===== config.mk =====
export PLATFORM = sky130hd
export DESIGN_NAME = pc_unit
export DESIGN_NICKNAME = d
export VERILOG_FILES = /design/src/rtl/pc_pkg.sv /design/src/rtl/pc_next_sel.sv /design/src/rtl/pc_unit.sv
export SDC_FILE = /design/constraint.sdc
export NUM_CORES = 1
export LEC_CHECK = 0
export ABC_AREA = 1
export CAP_MARGIN = 20
export CORE_MARGIN = 3
export CORE_UTILIZATION = 34
export CTS_CLUSTER_SIZE = 8
export DETAILED_ROUTE_END_ITERATION = 16
export SLEW_MARGIN = 25
export SYNTH_ARGS = -nofsm -noshare
export SYNTH_HDL_FRONTEND = slang
export SYNTH_SLANG_ARGS = --single-unit

===== constraint.sdc =====
create_clock -name clk -period 2.3 [get_ports clk]
set_input_delay 0.46 -clock clk [delete_from_list [all_inputs] [get_ports clk]]
set_output_delay 0.46 -clock clk [all_outputs]
set_load 0.005 [all_outputs]

===== src/rtl/pc_pkg.sv =====
// rtl/pc_pkg.sv - shared encodings and alignment helpers for the fetch PC (macro PC_COMPRESSED_EN)
package pc_pkg;

   // Program-counter FSM encodings, also driven out on pc_state.
   localparam logic [1:0] PC_BOOT = 2'd0;
   localparam logic [1:0] PC_RUN  = 2'd1;
   localparam logic [1:0] PC_HALT = 2'd2;

   // Sequential increments for full-width and compressed instructions.
   localparam logic [2:0] STEP_WORD = 3'd4;
   localparam logic [2:0] STEP_HALF = 3'd2;

   // Low-order address bits that must be zero for a legal fetch target.
`ifdef PC_COMPRESSED_EN
   localparam logic [1:0] ALIGN_MASK = 2'b01;
`else
   localparam logic [1:0] ALIGN_MASK = 2'b11;
`endif

   // Decision taken by the next-PC selector in RUN; at most one bit is set.
   typedef struct packed {
      logic take_trap;
      logic take_redirect;
      logic reject_redirect;
      logic advance;
   } pc_sel_t;

   // True when the low bits of an address violate the fetch alignment.
   function automatic logic is_misaligned(input logic [1:0] low_bits);
      return |(low_bits & ALIGN_MASK);
   endfunction

   // Force the alignment bits of an address to zero.
   function automatic logic [1:0] clear_align(input logic [1:0] low_bits);
      return low_bits & ~ALIGN_MASK;
   endfunction

endpackage


===== src/rtl/pc_next_sel.sv =====
// rtl/pc_next_sel.sv - combinational next-PC priority mux, handshake and misalign check
module pc_next_sel
   import pc_pkg::*;
#(
   parameter int XLEN = 32
) (
   input  logic [1:0]      i_state,
   input  logic [XLEN-1:0] i_pc,
   input  logic            i_stall,
   input  logic            i_fetch_ready,
   input  logic            i_redirect_valid,
   input  logic [XLEN-1:0] i_redirect_target,
   input  logic            i_trap_valid,
   input  logic [XLEN-1:0] i_trap_vector,
   input  logic            i_halt_req,
   input  logic            i_resume,
   input  logic            i_is_c,
   output logic            o_fetch_valid,
   output logic            o_accept,
   output logic [XLEN-1:0] o_next_pc,
   output logic [1:0]      o_next_state,
   output logic            o_misalign
);

   logic [XLEN-1:0] w_trap_pc;
   logic [XLEN-1:0] w_seq_pc;
   logic [2:0]      w_step;
   logic            w_redir_bad;
   pc_sel_t         w_sel;

   // Trap entry address with its alignment bits stripped.
   assign w_trap_pc   = {i_trap_vector[XLEN-1:2], clear_align(i_trap_vector[1:0])};
   assign w_redir_bad = is_misaligned(i_redirect_target[1:0]);

   // Sequential successor; the adder simply wraps at 2^XLEN.
   assign w_step   = i_is_c ? STEP_HALF : STEP_WORD;
   assign w_seq_pc = i_pc + XLEN'(w_step);

   // A request is only offered while running and not held by the hazard unit.
   assign o_fetch_valid = (i_state == PC_RUN) && !i_stall;
   assign o_accept      = o_fetch_valid && i_fetch_ready;

   // Priority decision for RUN: trap, then redirect (good or bad), then advance.
   always_comb begin
      w_sel = '0;
      if (i_trap_valid) begin
         w_sel.take_trap = 1'b1;
      end else if (i_redirect_valid && !w_redir_bad) begin
         w_sel.take_redirect = 1'b1;
      end else if (i_redirect_valid) begin
         w_sel.reject_redirect = 1'b1;
      end else if (o_accept) begin
         w_sel.advance = 1'b1;
      end
   end

   // Next PC and next FSM state for every state.
   always_comb begin
      o_next_pc    = i_pc;
      o_next_state = i_state;
      o_misalign   = 1'b0;
      case (i_state)
         PC_BOOT: begin
            o_next_state = PC_RUN;
         end
         PC_RUN: begin
            if (w_sel.take_trap) begin
               o_next_pc = w_trap_pc;
            end else if (w_sel.take_redirect) begin
               o_next_pc = i_redirect_target;
            end else if (w_sel.advance) begin
               o_next_pc = w_seq_pc;
            end
            // A rejected target parks the core; halt_req loses only to a trap.
            if (w_sel.reject_redirect) begin
               o_next_state = PC_HALT;
               o_misalign   = 1'b1;
            end else if (!i_trap_valid && i_halt_req) begin
               o_next_state = PC_HALT;
            end
         end
         PC_HALT: begin
            if (i_trap_valid) begin
               o_next_pc    = w_trap_pc;
               o_next_state = PC_RUN;
            end else if (i_resume) begin
               o_next_state = PC_RUN;
            end else if (i_redirect_valid && !w_redir_bad) begin
               o_next_pc = i_redirect_target;
            end
         end
         default: begin
            // Unused encoding: fall back to a clean boot.
            o_next_state = PC_BOOT;
         end
      endcase
   end

endmodule


===== src/rtl/pc_unit.sv =====
// rtl/pc_unit.sv - fetch program counter with halt/resume, misalign detection and fetch counter (macro PC_COMPRESSED_EN)
module pc_unit
   import pc_pkg::*;
#(
   parameter int              XLEN         = 32,
   parameter logic [XLEN-1:0] RESET_VECTOR = '0,
   parameter int              CNT_W        = 32
) (
   input  logic              clk,
   input  logic              res,
   input  logic              stall,
   input  logic              redirect_valid,
   input  logic [XLEN-1:0]   redirect_target,
   input  logic              trap_valid,
   input  logic [XLEN-1:0]   trap_vector,
   input  logic              halt_req,
   input  logic              resume,
`ifdef PC_COMPRESSED_EN
   input  logic              fetch_is_c,
`endif
   input  logic              fetch_ready,
   output logic              fetch_valid,
   output logic [XLEN-1:0]   fetch_pc,
   output logic              misalign_err,
   output logic [CNT_W-1:0]  fetch_count,
   output logic [1:0]        pc_state
);

   logic [XLEN-1:0]  r_pc;
   logic [1:0]       r_state;
   logic             r_misalign;
   logic [CNT_W-1:0] r_count;

   logic [XLEN-1:0]  w_next_pc;
   logic [1:0]       w_next_state;
   logic             w_misalign;
   logic             w_accept;
   logic             w_fetch_valid;
   logic             w_is_c;

`ifdef PC_COMPRESSED_EN
   assign w_is_c = fetch_is_c;
`else
   assign w_is_c = 1'b0;
`endif

   pc_next_sel #(
      .XLEN (XLEN)
   ) u_next_sel (
      .i_state           (r_state),
      .i_pc              (r_pc),
      .i_stall           (stall),
      .i_fetch_ready     (fetch_ready),
      .i_redirect_valid  (redirect_valid),
      .i_redirect_target (redirect_target),
      .i_trap_valid      (trap_valid),
      .i_trap_vector     (trap_vector),
      .i_halt_req        (halt_req),
      .i_resume          (resume),
      .i_is_c            (w_is_c),
      .o_fetch_valid     (w_fetch_valid),
      .o_accept          (w_accept),
      .o_next_pc         (w_next_pc),
      .o_next_state      (w_next_state),
      .o_misalign        (w_misalign)
   );

   // PC, FSM state and the one-cycle misalign pulse; reset wins over everything.
   always_ff @(posedge clk) begin
      if (res) begin
         r_pc       <= RESET_VECTOR;
         r_state    <= PC_BOOT;
         r_misalign <= 1'b0;
      end else begin
         r_pc       <= w_next_pc;
         r_state    <= w_next_state;
         r_misalign <= w_misalign;
      end
   end

   // Completed-handshake counter; counts even when the PC is overridden.
   always_ff @(posedge clk) begin
      if (res) begin
         r_count <= '0;
      end else if (w_accept) begin
         r_count <= r_count + CNT_W'(1);
      end
   end

   assign fetch_valid  = w_fetch_valid;
   assign fetch_pc     = r_pc;
   assign misalign_err = r_misalign;
   assign fetch_count  = r_count;
   assign pc_state     = r_state;

endmodule


==> metrics.md <==
| Metric | Value |
|---|---|
| Status | finished clean |
| Clock sinks | 67 |
| Reg area | 1341 µm² |
| DRT Pass-1 Iters | 5 |
| Rows | 44 |
| IO Count | 140 |
| Max-cap violation count | 0 |
| P&R area growth vs syn | 38.46% |
| Finished Core Util | 0.4842 |
| Worst skew pair latency | 330 ps |
| Tcrit/Tclk final | 0.9547 |
| GPL Wtd Cong | 0.9576 |
| Final #Nets | 1,116 |
| Max Fclk | 455.4 MHz |
| Max_slew headroom | 0.6414 |
| Initial Util | 0.3497 |
| Core area | 14,640 µm² |
| Post-Syn Area | 5121 µm² |
| Routed wire length | 17,210 µm |
| Post-route DRC | 0 |
| Critical Path RT | 1840 ps |
| Pint | 0.003431 W |
| Clk root buf | clkbuf_16 |
| Clk buf depth | 2 |
| DR vias/cell | 4.742 |
| First-pass GRT wire length | 28,030 µm |
| CTS Buf Count | 9 |
| Port bufs | 137 |
| PwrDens | 800.8 nW/µm² |
| Min-Delay Path Class | register to register |
| TNS Setup | 0 ps |
| Reg clk slew, reported paths | 60 ps |
| Post-CTS setup buffer count | 0 |
| Sw Share | 0.3959 |
| Remaining global-route overflow | 0 |
| Die Y | 128.7 µm |
| CTS tree | yes |
| Initial antenna violation count | 0 |
| Yosys warning count | 0 |
| Worst vdd ir | 501.2 µV |
| Antenna cells | 0 |
| CP Class | register to output port |
| Fillers | 1,538 |
| Share of power burned in combinational logic | 0.472 |
| Slew Limit Fails | 0 |
| Number of global-route vias before repair | 5,451 |
| CP max FO | 4 |
| Startpoint Class | register |
| Setup violators final | 0 |
| Seq cells post-synth | 67 |
| Instance count of the mapped netlist | 898 |
| Area of the multi-input gates | 3259 µm² |
| Layout cells sized above 1 | 0.06999 |
| Switching power total | 0.002248 W |
| Dpl cell area | 6800 µm² |
| RSZ-0062 raised after global routing | no |
| Clk pwr share | 0.243 |
| Final HPWL from detailed placement | 13,260 µm |
| Static leakage | 2.762 nW |
| Part of the power in registers | 0.285 |
| Largest net degree at the start of global routing | 43 |
| Register area share after synthesis | 0.2619 |
| Total power | 0.005678 W |
| Vias | 5,818 |
| CTS H-Tree Depth | 3 |
| CP Data Arrival Time | 1740 ps |
| Slew @ Worst Pin | 537.9 ps |
| DR WL/cell | 14.03 µm |
| DIE AREA | 16,570 µm² |
| Mapped Avg Cell Area | 5.703 µm² |
| Final ANT Viol Nets | 0 |
| GR Util All Layers | 0.2103 |
| Die Wd | 128.7 µm |
| Min Tclk post-route | 2196 ps |
| Syn nets | 976 |
| Crit end category | output port |
| Final hold vios | 0 |
| Yosys cell types | 36 |
| Final Instance Area | 7091 µm² |
| Initial DRC Count | 555 |
| Fin Clk Skew | 5.243 ps |
| Worst Hold Margin | 462.7 ps |
cells in the mapped netlist:
master,number,area share
a211oi_1,1,0.0015
a21oi_1,65,0.064
a21oi_2,10,0.017
a22o_1,4,0.0068
a31oi_1,3,0.0037
and3_1,1,0.0012
buf_12,1,0.0039
buf_2,6,0.0059
buf_6,2,0.0044
clkbuf_1,18,0.013
dfxtp_1,67,0.26
ha_1,6,0.015
inv_1,96,0.070
inv_2,2,0.0015
inv_4,1,0.0012
inv_6,1,0.0017
nand2_1,319,0.23
nand2_2,1,0.0012
nand2_4,2,0.0044
nand3_1,54,0.053
nand3_4,1,0.0034
nand3b_1,9,0.013
nand4_1,7,0.0086
nand4_2,1,0.0024
nor2_1,127,0.093
nor2_2,9,0.011
nor2_4,11,0.024
nor3_1,8,0.0078
nor3b_1,1,0.0015
o211ai_1,1,0.0015
o21a_1,3,0.0044
o21a_4,1,0.0029
o21ai_0,53,0.052
o21ai_1,1,0.00098
o31a_1,1,0.0017
xor2_1,4,0.0068
power by group through the flow:
stage | registers [W] | logic (W) | clock network, W
2_1_floorplan | 0.00158 | 0.00173 | 0
3_3_place_gp | 0.00165 | 0.00269 | 0
3_5_place_dp | 0.00164 | 0.00268 | 0
4_1_cts | 0.00162 | 0.00270 | 0.00141
5_1_grt | 0.00165 | 0.00304 | 0.00147
6_report | 0.00162 | 0.00268 | 0.00138
critical path, cell delays in order (launching register included):
cell and delay [ps]:
dfxtp_1 320, inv_1 130, ha_2 270, inv_1 100, nor2_1 90, clkdlybuf4s50_1 500
state kept, by name (all words and copies together) (netlist names):
signal / cells
fetch_count: 32
fetch_pc: 32
misalign_err: 1
pc_state: 2
stage by stage:
step	setup WS, ps	instances
5_1_grt	11.31	1227
3_5_place_dp	184.9	1211
2_1_floorplan	636.1	898
6_report	104.3	1227
4_1_cts	66.51	1227
3_3_place_gp	220.1	1211
per-layer routing:
| metal | vias up | GRT usage | wire (µm) |
|---|---|---|---|
| li1 | 3136 | - | - |
| met1 | 2494 | 0.3147 | 8720 |
| met2 | 169 | 0.3082 | 7289 |
| met3 | 19 | 0.03944 | 988 |
| met4 | 0 | 0.05497 | 211 |
| met5 | - | 0 | 0 |
path summary, 6_finish.rpt:
| check | start | end | slack, ps | cells after the start |
|---|---|---|---|---|
| hold reg to reg | fetch_pc[1] | fetch_pc[1] | 460 | 2 |
| setup reg to reg | fetch_pc[3] | fetch_pc[26] | 290 | 10 |
| setup / recovery | pc_state[1] | fetch_valid | 100 | 5 |
| hold / removal | fetch_pc[1] | fetch_pc[1] | 460 | 2 |
cell usage in the layout (no fill, tap or decap), types with 4 or more instances in the layout:
| cell | n |
|---|---|
| nand3_1 | 54 |
| nand3b_1 | 9 |
| ha_1 | 5 |
| nor2_1 | 127 |
| inv_1 | 96 |
| a21oi_2 | 10 |
| nor3_1 | 8 |
| a21oi_1 | 65 |
| xor2_1 | 4 |
| a22o_1 | 4 |
| clkdlybuf4s50_1 | 137 |
| o21ai_0 | 53 |
| nor2_4 | 11 |
| nand2_1 | 319 |
| clkbuf_16 | 9 |
| buf_4 | 13 |
| nand4_1 | 7 |
| buf_12 | 6 |
| dfxtp_1 | 67 |
| nor2_2 | 9 |
kinds of logic after synthesis:
logic type | count (synthesis) | synth area share
buffers and inverters | 127 | 0.1021
AO/OA/AOI/OAI | 143 | 0.1559
flip-flops | 67 | 0.2619
AND/OR/NAND/NOR | 551 | 0.4586
XOR/XNOR | 4 | 0.006840
adder cells (fa/ha/maj) | 6 | 0.01466
repair_timing:
| item | in CTS | in global routing |
|---|---|---|
| hold endpoints to repair | 0 | 0 |
| resized for setup | 1 | 0 |
| endpoints found under the setup margin | 1 | 0 |
| hold buffers | 0 | 0 |
final cells by class:
type | count | area share
Sequential cell | 67 | 0.1892
Tap cell | 184 | 0.03247
Clock buffer | 12 | 0.03335
Multi-Input combinational cell | 704 | 0.4597
Inverter | 100 | 0.05400
Clock inverter | 4 | 0.007235
Timing Repair Buffer | 156 | 0.2241
Note: power is estimated with default switching activity, not from simulation.
